### src/rtl/a2d_pkg.sv
// a2d_pkg: shared definitions for the A2D request arbiter.
//   A2D_RES_W    - conversion result width
//   A2D_CHNNL_W  - A2D channel select width
//   a2d_state_e  - arbiter FSM states
//   idx_w()      - index width for an N-entry vector (never below 1)
package a2d_pkg;
  localparam int A2D_RES_W   = 12;
  localparam int A2D_CHNNL_W = 3;

  typedef enum logic [1:0] {
    IDLE  = 2'd0,
    START = 2'd1,
    WAIT  = 2'd2,
    DONE  = 2'd3
  } a2d_state_e;

  function automatic int idx_w(input int n);
    return (n > 1) ? $clog2(n) : 1;
  endfunction
endpackage

### src/rtl/a2d_arb_rr_sel.sv
// rr_sel: round-robin winner select.
//   req_i  - request vector
//   ptr_i  - index of the last granted requester
//   gnt_o  - one-hot winner (zero when no request)
//   idx_o  - winner index
// The search starts at ptr_i+1 and wraps from NUM_REQ-1 to 0.
module rr_sel
  import a2d_pkg::*;
#(
  parameter int NUM_REQ = 4,
  parameter int IDX_W   = idx_w(NUM_REQ)
) (
  input  logic [NUM_REQ-1:0] req_i,
  input  logic [IDX_W-1:0]   ptr_i,
  output logic [NUM_REQ-1:0] gnt_o,
  output logic [IDX_W-1:0]   idx_o
);
  logic found;

  // For each distance off from the pointer, exactly one requester i sits
  // at (ptr+off) mod NUM_REQ; the first requesting one wins. Comparing
  // against both i and i+NUM_REQ keeps the wrap free of a modulo.
  always_comb begin
    gnt_o = '0;
    idx_o = '0;
    found = 1'b0;
    for (int off = 1; off <= NUM_REQ; off++) begin
      for (int i = 0; i < NUM_REQ; i++) begin
        if (!found && req_i[i] &&
            ((int'(ptr_i) + off == i) || (int'(ptr_i) + off == i + NUM_REQ))) begin
          found    = 1'b1;
          gnt_o[i] = 1'b1;
          idx_o    = IDX_W'(i);
        end
      end
    end
  end
endmodule

### src/rtl/a2d_arb.sv
// a2d_arb: round-robin arbiter sharing one A2D converter among NUM_REQ
// requesters. Optional conversion watchdog enabled by A2D_ARB_TMO_EN.
//   clk, rst           - clock, synchronous active-high reset
//   req, req_chnnl     - per-requester request and channel (3 bits each)
//   gnt, done          - one-hot grant, one-cycle one-hot completion pulse
//   res, err           - result (held until next done), timeout pulse
//   strt_cnv, chnnl    - start pulse and channel to the A2D
//   cnv_cmplt, a2d_res - completion and result from the A2D
module a2d_arb
  import a2d_pkg::*;
#(
  parameter int NUM_REQ = 4,
  parameter int TMO_CYC = 1024
) (
  input  logic                           clk,
  input  logic                           rst,
  input  logic [NUM_REQ-1:0]             req,
  input  logic [A2D_CHNNL_W*NUM_REQ-1:0] req_chnnl,
  output logic [NUM_REQ-1:0]             gnt,
  output logic [NUM_REQ-1:0]             done,
  output logic [A2D_RES_W-1:0]           res,
  output logic                           err,
  output logic                           strt_cnv,
  output logic [A2D_CHNNL_W-1:0]         chnnl,
  input  logic                           cnv_cmplt,
  input  logic [A2D_RES_W-1:0]           a2d_res
);
  localparam int IDX_W = idx_w(NUM_REQ);

  a2d_state_e                   state_q, state_d;
  logic [NUM_REQ-1:0]           gnt_q, gnt_d;
  logic [IDX_W-1:0]             ptr_q, ptr_d;
  logic [A2D_CHNNL_W-1:0]       chnnl_q, chnnl_d;
  logic [A2D_RES_W-1:0]         res_q, res_d;
  logic [NUM_REQ-1:0]           win_gnt;
  logic [IDX_W-1:0]             win_idx;
  logic [NUM_REQ-1:0][A2D_CHNNL_W-1:0] chn_arr;

  assign chn_arr = req_chnnl;

  rr_sel #(.NUM_REQ(NUM_REQ), .IDX_W(IDX_W)) u_rr_sel (
    .req_i (req),
    .ptr_i (ptr_q),
    .gnt_o (win_gnt),
    .idx_o (win_idx)
  );

`ifdef A2D_ARB_TMO_EN
  localparam int CNT_W = idx_w(TMO_CYC);
  logic [CNT_W-1:0] tmo_q, tmo_d;
  logic             err_q, err_d;
  logic             tmo_hit;

  // tmo_q is 0 in the first WAIT cycle, so this fires in WAIT cycle TMO_CYC.
  assign tmo_hit = (tmo_q == CNT_W'(TMO_CYC - 1));
  assign err     = err_q;
`else
  assign err = 1'b0;
  // TMO_CYC only matters with the watchdog built in.
  if (TMO_CYC > 0) begin : g_tmo_unused
  end
`endif

  always_comb begin
    state_d = state_q;
    gnt_d   = gnt_q;
    ptr_d   = ptr_q;
    chnnl_d = chnnl_q;
    res_d   = res_q;
`ifdef A2D_ARB_TMO_EN
    tmo_d   = '0;
    err_d   = err_q;
`endif
    unique case (state_q)
      IDLE: begin
        if (|req) begin
          state_d = START;
          gnt_d   = win_gnt;
          ptr_d   = win_idx;
          chnnl_d = chn_arr[win_idx];
        end
      end
      START: state_d = WAIT;
      WAIT: begin
`ifdef A2D_ARB_TMO_EN
        tmo_d = tmo_q + 1'b1;
`endif
        if (cnv_cmplt) begin
          res_d   = a2d_res;
          state_d = DONE;
        end
`ifdef A2D_ARB_TMO_EN
        else if (tmo_hit) begin
          res_d   = '1;
          err_d   = 1'b1;
          state_d = DONE;
        end
`endif
      end
      DONE: begin
        state_d = IDLE;
        gnt_d   = '0;
`ifdef A2D_ARB_TMO_EN
        err_d   = 1'b0;
`endif
      end
      default: state_d = IDLE;
    endcase
  end

  always_ff @(posedge clk) begin
    if (rst) begin
      state_q <= IDLE;
      gnt_q   <= '0;
      ptr_q   <= IDX_W'(NUM_REQ - 1);
      chnnl_q <= '0;
      res_q   <= '0;
`ifdef A2D_ARB_TMO_EN
      tmo_q   <= '0;
      err_q   <= 1'b0;
`endif
    end else begin
      state_q <= state_d;
      gnt_q   <= gnt_d;
      ptr_q   <= ptr_d;
      chnnl_q <= chnnl_d;
      res_q   <= res_d;
`ifdef A2D_ARB_TMO_EN
      tmo_q   <= tmo_d;
      err_q   <= err_d;
`endif
    end
  end

  assign gnt      = gnt_q;
  assign done     = (state_q == DONE) ? gnt_q : '0;
  assign strt_cnv = (state_q == START);
  assign chnnl    = chnnl_q;
  assign res      = res_q;
endmodule

### config.mk
export PLATFORM = sky130hd
export DESIGN_NAME = a2d_arb
export DESIGN_NICKNAME = d
export VERILOG_FILES = /design/src/rtl/a2d_pkg.sv /design/src/rtl/a2d_arb_rr_sel.sv /design/src/rtl/a2d_arb.sv
export SDC_FILE = /design/constraint.sdc
export NUM_CORES = 1
export LEC_CHECK = 0
export ABC_AREA = 1
export CAP_MARGIN = 20
export CORE_MARGIN = 5
export CORE_UTILIZATION = 47
export DETAILED_ROUTE_END_ITERATION = 6
export PLACE_DENSITY_LB_ADDON = 0.2
export SLEW_MARGIN = 20
export SYNTH_ARGS = -nofsm -noshare
export SYNTH_HDL_FRONTEND = slang
export SYNTH_SLANG_ARGS = --single-unit
### constraint.sdc
create_clock -name clk -period 3.4 [get_ports clk]
set_clock_uncertainty 0.05 [all_clocks]
set_input_delay 0.68 -clock clk [delete_from_list [all_inputs] [get_ports clk]]
set_output_delay 0.68 -clock clk [all_outputs]
set_load 0.01 [all_outputs]
Yosys cells after proc, flatten, opt, wreduce, memory -nomap -nowiden. Cells that the tools add are included.

Add/subtract/negate cells: 4. $lt $le $gt $ge: 1. Equality and inequality tests: 33. Muxes and demuxes: 53. Reductions and logical operators: 73.

Operators by type and width (count): equality test 32 x 4 -> 1 bit, second input constant (16); equality test 32 x 3 -> 1 bit, second input constant (8); equality test 32 x 2 -> 1 bit, second input constant (4); zero test 32 bit (4); two-way mux 2 bit (16); logical AND 1 bit (31); two-way mux 1 bit (31); logical OR 1 bit (16); zero test 1 bit (15); two-way mux 4 bit (2); one-hot mux 2 bit (4 select lines) (1); one-hot mux 4 bit (2 select lines) (1); AND reduction 2 bit (4); adder 2 x 2 -> 3 bit, second input constant (2); binary-select mux 3 bit (select 2 bit) (1); adder 2 x 3 -> 4 bit, second input constant (1); equality test 2 bit, second input constant (2); inequality test 2 bit, second input constant (2); OR reduction 4 bit (1); adder 2 x 1 -> 3 bit, second input constant (1); < comparator 2 x 3 -> 1 bit, second input constant (1); two-way mux 3 bit (1); equality test 2 x 1 -> 1 bit, second input constant (1); zero test 2 bit (1); nonzero test 2 bit (1).

Register bits after elaboration: 23. Bits of input ports: 31. Output and inout port bits: 25. Logic and storage cells: 169.

Longest topological paths before layout. Gate-level depths: netlist of run 1.

Word-level depth: 67. Mapped depth: 17. Depth with buffers taken out: 17.

Cells and area by module. From an unflattened synthesis of run 1, not the netlist that was laid out.

Cells, all modules: 219. Area, all modules: 1452.6 um^2.

By module, submodules not included: a2d_arb (instances 1, cells an instance 158, area an instance 1126.1 um^2, seq. area each 460.4 um^2); rr_sel (instances 1, cells an instance 61, area an instance 326.6 um^2, seq. area each 0.0 um^2).

Least setup slack after synthesis of run 1. No wires, ideal clock.

Path kind: input to register. From: input port req[0]. To: register chnnl_q[2] (netlist: chnnl[2]). Setup time: 109 ps. Data arrival time: 2174 ps. Data required time: 3241 ps. Slack: 1068 ps. Cell stages on the path: 15. Path buffers: 1. Path through: buf_2 -> nand3_1 -> nand3_2 -> nor2_4 -> nand4_4 -> nor2_4 -> nand4_4 -> nor2_8 -> nand4_4 -> nand3_2 -> nand2_1 -> nand2_1 -> nand3_1 -> nand2_1 -> inv_1.

Cells in the longest elaborated chain, start to end: 64. Elaborated cells between the ends (all ways): 80. Those cells by class: mux: 32; reduce/logical: 48.

Ends and longest elaborated chain: from (decl) (line a2d_arb.sv:17) `input logic [NUM_REQ-1:0] req,`; logical AND 1 bit (line a2d_arb_rr_sel.sv:29) `if (!found && req_i[i] &&`; two-way mux 1 bit (line a2d_arb_rr_sel.sv:29); zero test 1 bit (line a2d_arb_rr_sel.sv:29); logical AND 1 bit (2 in series) (line a2d_arb_rr_sel.sv:29); two-way mux 1 bit (line a2d_arb_rr_sel.sv:29); zero test 1 bit (line a2d_arb_rr_sel.sv:29); logical AND 1 bit (2 in series) (line a2d_arb_rr_sel.sv:29); two-way mux 1 bit (line a2d_arb_rr_sel.sv:29); [... 44 more ...]; zero test 1 bit (line a2d_arb_rr_sel.sv:29); logical AND 1 bit (2 in series) (line a2d_arb_rr_sel.sv:29); two-way mux 1 bit (line a2d_arb_rr_sel.sv:29); zero test 1 bit (line a2d_arb_rr_sel.sv:29); logical AND 1 bit (2 in series) (line a2d_arb_rr_sel.sv:29); two-way mux 2 bit (line a2d_arb_rr_sel.sv:29); binary-select mux 3 bit (select 2 bit) (line a2d_arb.sv:80) `chnnl_d = chn_arr[win_idx];`; two-way mux 3 bit (not written as such) (line a2d_arb.sv:80); to (signal assigned) (line a2d_arb.sv:126) `chnnl_q <= chnnl_d;`; to (decl) (line a2d_arb.sv:33) `logic [A2D_CHNNL_W-1:0] chnnl_q, chnnl_d;`.

Parallel ways exist; a longest one is shown, timed or not. The select of a mux whose other input is x is not followed. A chain may end at the register's enable or synchronous reset.

Final worst setup path of run 1.
From: input port req[1]. To: register chnnl_q[2] (netlist: chnnl[2]).

Cells in the longest elaborated chain, start to end: 61. Elaborated cells between the ends (all ways): 77. Those cells by class: mux: 31; reduce/logical: 46.

Ends and longest elaborated chain (line): logical AND 1 bit (2 in series) (a2d_arb_rr_sel.sv:29); two-way mux 1 bit (a2d_arb_rr_sel.sv:29); zero test 1 bit (a2d_arb_rr_sel.sv:29); logical AND 1 bit (2 in series) (a2d_arb_rr_sel.sv:29); two-way mux 1 bit (a2d_arb_rr_sel.sv:29); zero test 1 bit (a2d_arb_rr_sel.sv:29); logical AND 1 bit (2 in series) (a2d_arb_rr_sel.sv:29); two-way mux 1 bit (a2d_arb_rr_sel.sv:29); [... 40 more ...]; zero test 1 bit (a2d_arb_rr_sel.sv:29); logical AND 1 bit (2 in series) (a2d_arb_rr_sel.sv:29); two-way mux 1 bit (a2d_arb_rr_sel.sv:29); zero test 1 bit (a2d_arb_rr_sel.sv:29); logical AND 1 bit (2 in series) (a2d_arb_rr_sel.sv:29); two-way mux 2 bit (a2d_arb_rr_sel.sv:29); binary-select mux 3 bit (select 2 bit) (a2d_arb.sv:80); two-way mux 3 bit (not written as such) (a2d_arb.sv:80).

Parallel ways exist; a longest one is shown, timed or not. The select of a mux whose other input is x is not followed.

==> impl_metrics.toml, run 1 <==
[outcome]
status = "complete, no violations"

[power]
clkPwrFrac_pct = 9.5
p_sw_share_pct = 45.5
pwr-share-comb_pct = 61.3
seqPwrFrac_pct = 29.2
power.internal_mw = 0.761
p_sw_mw = 0.636
power.density_mw_per_mm2 = 678
finalPower_mw = 1.40
p_leak_nw = 0.927
peakVddDrop_mv = 0.393

[sta]
setup_viol = 0
rsz0062_at_grt = "false"
worst_pin_slew_ns = 0.587
finalCritPeriodShare_pct = 78.6
relSlewSlack_pct = 60.5
layout_min_cycle_time_ns = 2.67
setup_slack_ns = 0.729
max_freq_mhz = 374
tns_ns = 0
maxSlewViolCount = 0
hold_viol_final = 0

[die]
die_width_um = 66.1
dieArea_mm2 = 0.00437
die_h_um = 66.1
start_util_pct = 48.9
core_area_mm2 = 0.00303
ios = 56
placementRows = 20

[final_layout]
layout-drive-gt1-share_pct = 9.13
regArea_um2 = 460
syn_to_final_growth_pct = 39.1
layout.cells.most_common_list = "clkdlybuf4s50_1 (54), nand2_1 (37), nor2_1 (37)"
final_cell_area_mm2 = 0.00206
nets = 300
multi_input_area_um2 = 868
nFillCells = 290
layout_commonest_cell = "clkdlybuf4s50_1"
final_util_pct = 68.0
diodes = 0

[synthesis]
synth_nets = 248
yosysUniqueCellTypes = 29
synth_warnings = 0
syn_area_mm2 = 0.00148
syn_inst = 212
yosysSeqAreaShare_pct = 31.1
ys_seq_elements = 23
synth_area_leaders = "dfxtp_1 (31%), nand2_1 (9.4%), nor2_1 (9.4%)"
synth.top_cell.area_share_pct = 31.1
synth_top_area_cell = "dfxtp_1"
syn_avg_cell_area_um2 = 6.98

[clocking]
clk_pin_slew_worst_paths_ns = 0.13
insertion_delay_ns = 0.32
numCtsBuffers = 3
cts_sinks = 23
cts_buffer_depth = 2
cts_resized = 0
ctsHoldBuffers = 0
cts_tree = "yes"
htreeDepth = 1
cts_setup_buffers = 0
cts.root.buffer_cell = "clkbuf_4"

[worst_setup_path]
timing.rr.end = "chnnl[2]$_SDFFE_PP0P_"
worstRegToRegCells = 15
cp_max_fo = 8
worstSetupEndpoint = "chnnl[2]$_SDFFE_PP0P_"
cp.required_ns = 3.59
start_kind = "primary input"
crit_start = "req[1]"
end_kind = "register"
crit_arrival_ns = 2.86
r2r_start = "ptr_q[0]$_SDFFE_PP1P_"
path_class = "in2reg"
r2r_setup_slack_ns = 1.19

[route]
totalWireLength_mm = 3.56
wl_met3_um = 329
wire_per_inst_um = 11.6
drc = 0
vias = 1524
ant_nets = 0
top_layer = "met4"
drt-pass1-iter-count = 4
via_per_inst = 4.96
drt_iter0_markers = 104
dr_wl_met2_mm = 1.68
wl_met1_mm = 1.51

[place]
place_congestion = 0.905
placed_area_mm2 = 0.00203
dp_slack_ns = 0.387
hpwl_mm = 2.89
portBuffers = 54

[global_routing]
grt_antenna_before_repair = 0
grt_overflow_total = 0
grt_max_degree = 17
grt_use_total_pct = 17.9
grt_pass1_wl_mm = 6.20
grt_pass1_vias = 1483

[min_path]
hold_path_class = "reg2reg"

[job]
maxCapViolations = 0
==> worst min path at each step <==
stage                        startpoint                  end  cells past startpoint
finish              gnt[2]$_SDFFE_PP0P_  gnt[2]$_SDFFE_PP0P_                      2
global route        res[7]$_SDFFE_PP0P_  res[7]$_SDFFE_PP0P_                      2
CTS                 gnt[0]$_SDFFE_PP0P_  gnt[0]$_SDFFE_PP0P_                      2
detailed placement  gnt[2]$_SDFFE_PP0P_  gnt[2]$_SDFFE_PP0P_                      2
global placement    res[6]$_SDFFE_PP0P_  res[6]$_SDFFE_PP0P_                      2
floorplan           gnt[0]$_SDFFE_PP0P_  gnt[0]$_SDFFE_PP0P_                      2
==> flip-flops by register name (all words and copies together), names as in the netlist <==
signal   cells
state_q      2
res         12
ptr_q        2
chnnl        3
gnt          4
==> cell usage after synthesis <==
cell	n
nand2_1	37
nor2_1	37
inv_1	27
dfxtp_1	23
o21ai_0	18
nand3_1	11
a21oi_1	8
nand4_1	8
ha_1	5
nand3b_1	4
nor2_2	4
clkbuf_1	3
nand3_2	3
nand4_4	3
a21oi_2	2
buf_6	2
nand2_2	2
nor2_4	2
nor3_1	2
o21bai_1	2
buf_2	1
buf_4	1
conb_1	1
inv_2	1
nand2_4	1
nand3_4	1
nor2_8	1
nor4_1	1
o31ai_1	1
==> final cells by class <==
cell class                 count  area share (%)
timing repair buffer          54            26.2
multi-input combinational    154            42.2
clock buffer                   3            1.09
clock inverter                 1           0.365
inverter                      28            5.10
tap                           44            2.67
sequential                    23            22.4
==> routing by layer <==
| layer | track usage (%) | vias up |
|---|---|---|
| li1 | - | 786 |
| met1 | 21.6 | 681 |
| met5 | 0 | - |
| met2 | 30.2 | 53 |
| met4 | 3.05 | 0 |
| met3 | 6.97 | 4 |
==> power groups by stage <==
stage | Clock (mW) | Sequential, mW | Combinational, mW
floorplan | 0 | 0.433 | 0.574
global placement | 0 | 0.412 | 0.853
detailed placement | 0 | 0.414 | 0.861
CTS | 0.136 | 0.408 | 0.864
global route | 0.148 | 0.421 | 0.970
finish | 0.133 | 0.407 | 0.857
==> kinds of logic after synthesis <==
group | after synthesis | synth area share, %
and+or+nand+nor | 117 | 42.7
buffers and inverters | 35 | 10.2
AOI/OAI and AO/OA | 31 | 11.5
DFF | 23 | 31.1
adders and majority gates | 5 | 4.23
other | 1 | 0.253
==> worst max-delay path: stages <==
cell and delay (ns):
clkdlybuf4s50_1 0.62, nand2_4 0.18, nand3_2 0.09, nor2_4 0.15
nand4_4 0.11, nor2_4 0.15, nand4_4 0.13, nor2_8 0.15
nand4_1 0.15, nand3_2 0.17, nor2_1 0.06, nand2_1 0.05
nand3_1 0.06, nand2_1 0.07, inv_1 0.03
==> metrics by stage <==
| stage | hold slack [ns] | cells |
|---|---|---|
| after floorplan | 0.449 | 212 |
| after global placement | 0.411 | 303 |
| after detailed placement | 0.424 | 303 |
| after CTS | 0.444 | 307 |
| after global routing | 0.477 | 307 |
| final | 0.441 | 307 |
(Power assumes the default switching activity.)
==> inputs of run 2 (changes only) <==
CORE_UTILIZATION = 44   (was 47)
clock period = 2.48 ns   (was 3.4 ns; I/O delays follow)
==> run 2 against run 1 <==
Net effect:
- sequential power is 38% higher
- wire length is 8.0% higher
- cell count is 6.2% higher
- setup slack worse by 0.53 ns
- utilization is 1.3 points lower
- clock power is 32% higher
- combinational power is 49% higher
- critical endpoint unchanged
- largest power group unchanged
==> impl_metrics.toml, run 2 (synthesized netlist as in run 1, its figures left out) <==
[power]
p_leak_nw = 1.01
power.density_mw_per_mm2 = 921
peakVddDrop_mv = 0.422

[global_routing]
grt_pass1_vias = 1467
met1_usage_pct = 24.8
use_met2_pct = 27.2
grt-busiest-layer = "met2"
grtUsageMet3_pct = 4.43
grt_use_total_pct = 17.8
grt_pass1_wl_mm = 6.35
grt_max_degree = 17
grt_antenna_before_repair = 0
grt_overflow_total = 0

[final_layout]
layout-drive-gt1-share_pct = 14.6
layout_commonest_cell = "clkdlybuf4s50_1"
largest_reg_flops = 12
layout.cells.most_common_list = "clkdlybuf4s50_1 (54), nand2_1 (37), nor2_1 (37)"
syn_to_final_growth_pct = 48.1
nets = 317
diodes = 0
final_util_pct = 66.7
final_cell_area_mm2 = 0.00219

[die]
core_area_mm2 = 0.00328
ios = 56
dieArea_mm2 = 0.00462
die_width_um = 68
placementRows = 21
start_util_pct = 45.1
die_h_um = 68

[worst_setup_path]
path_class = "in2reg"
start_kind = "primary input"
end_kind = "register"
cp.required_ns = 2.66
cp_max_fo = 7
r2r_setup_slack_ns = 0.24
crit_arrival_ns = 2.46

[clocking]
htreeDepth = 1
cts.root.buffer_cell = "clkbuf_4"
cts_buffer_depth = 2
cts_tree = "yes"
numCtsBuffers = 3
cts_sinks = 23
clk_pin_slew_worst_paths_ns = 0.13
insertion_delay_ns = 0.31

[route]
drt-pass1-iter-count = 4
wire_per_inst_um = 11.8
vias = 1556
totalWireLength_mm = 3.84
via_per_inst = 4.77
drt_iter0_markers = 75
ant_nets = 0
drc = 0

[sta]
finalCritPeriodShare_pct = 92.0
rsz0062_at_grt = "false"
layout_min_cycle_time_ns = 2.28
setup_viol = 0
setup_slack_ns = 0.198
maxSlewViolCount = 0
hold_viol_final = 0
max_freq_mhz = 438
tns_ns = 0

[min_path]
hold_path_class = "reg2reg"

[place]
place_congestion = 0.892
dp_slack_ns = -0.137
portBuffers = 54
placed_area_mm2 = 0.00216
hpwl_mm = 3.12

[job]
maxCapViolations = 0

[outcome]
status = "complete, no violations"
[run 2: cell types whose count changed in the layout (fill, tap and decap cells not counted), sizes merged]
cell,change
buf,+17
clkinvlp,-1
clkinv,+1
[run 2: timing repair]
| item | CTS | global route |
|---|---|---|
| endpoints found under the hold margin | 0 | 0 |
| setup buffers | 0 | 0 |
| gates resized for setup | 0 | 1 |
| hold buffers | 0 | 0 |
| setup endpoints to repair | 0 | 1 |
[run 2: metrics by stage]
stage                     cells  hold slack (ns)  power [mW]
after floorplan             212            0.449        1.38
after global placement      322            0.411        1.84
after detailed placement    322            0.421        1.85
after CTS                   326            0.440        2.03
after global routing        326            0.461        2.21
final                       326            0.439        2.02
[run 2: worst paths after layout]
check,from,end,cells past startpoint
worst max-delay path,req[0],chnnl[2]$_SDFFE_PP0P_,15
worst min-delay path,gnt[1]$_SDFFE_PP0P_,gnt[1]$_SDFFE_PP0P_,2
worst max register to register,ptr_q[0]$_SDFFE_PP1P_,chnnl[2]$_SDFFE_PP0P_,15
worst min register to register,gnt[1]$_SDFFE_PP0P_,gnt[1]$_SDFFE_PP0P_,2
[run 2: report_power, final]
group	switching, mW	leakage, nW	internal, mW
Clock	0.116	0.0177	0.0602
Sequential	0.0832	0.189	0.480
Combinational	0.711	0.805	0.570
[run 2: worst max-delay path: stages]
cell	delay (ns)
clkdlybuf4s50_1	0.45
nand3_1	0.14
nand3_2	0.10
nor2_4	0.15
nand4_4	0.11
nor2_4	0.15
nand4_4	0.13
nor2_8	0.15
nand4_1	0.14
nand3_2	0.17
nor2_1	0.05
nand2_1	0.05
nand3_1	0.07
nand2_1	0.06
inv_1	0.03
[run 2: metal layers]
layer	vias to the layer above	part of all wire, %
li1	820	-
met1	680	47
met2	52	45
met3	4	7.8
met4	0	0.83
met5	-	0
[run 2: final cells by class]
type                       instances  area [um^2]
fill                             321         1090
inverter                          28          105
sequential                        23          460
multi-input combinational        154          873
clock inverter                     1         5.00
clock buffer                       3         22.5
tap                               46         57.6
timing repair buffer              71          668
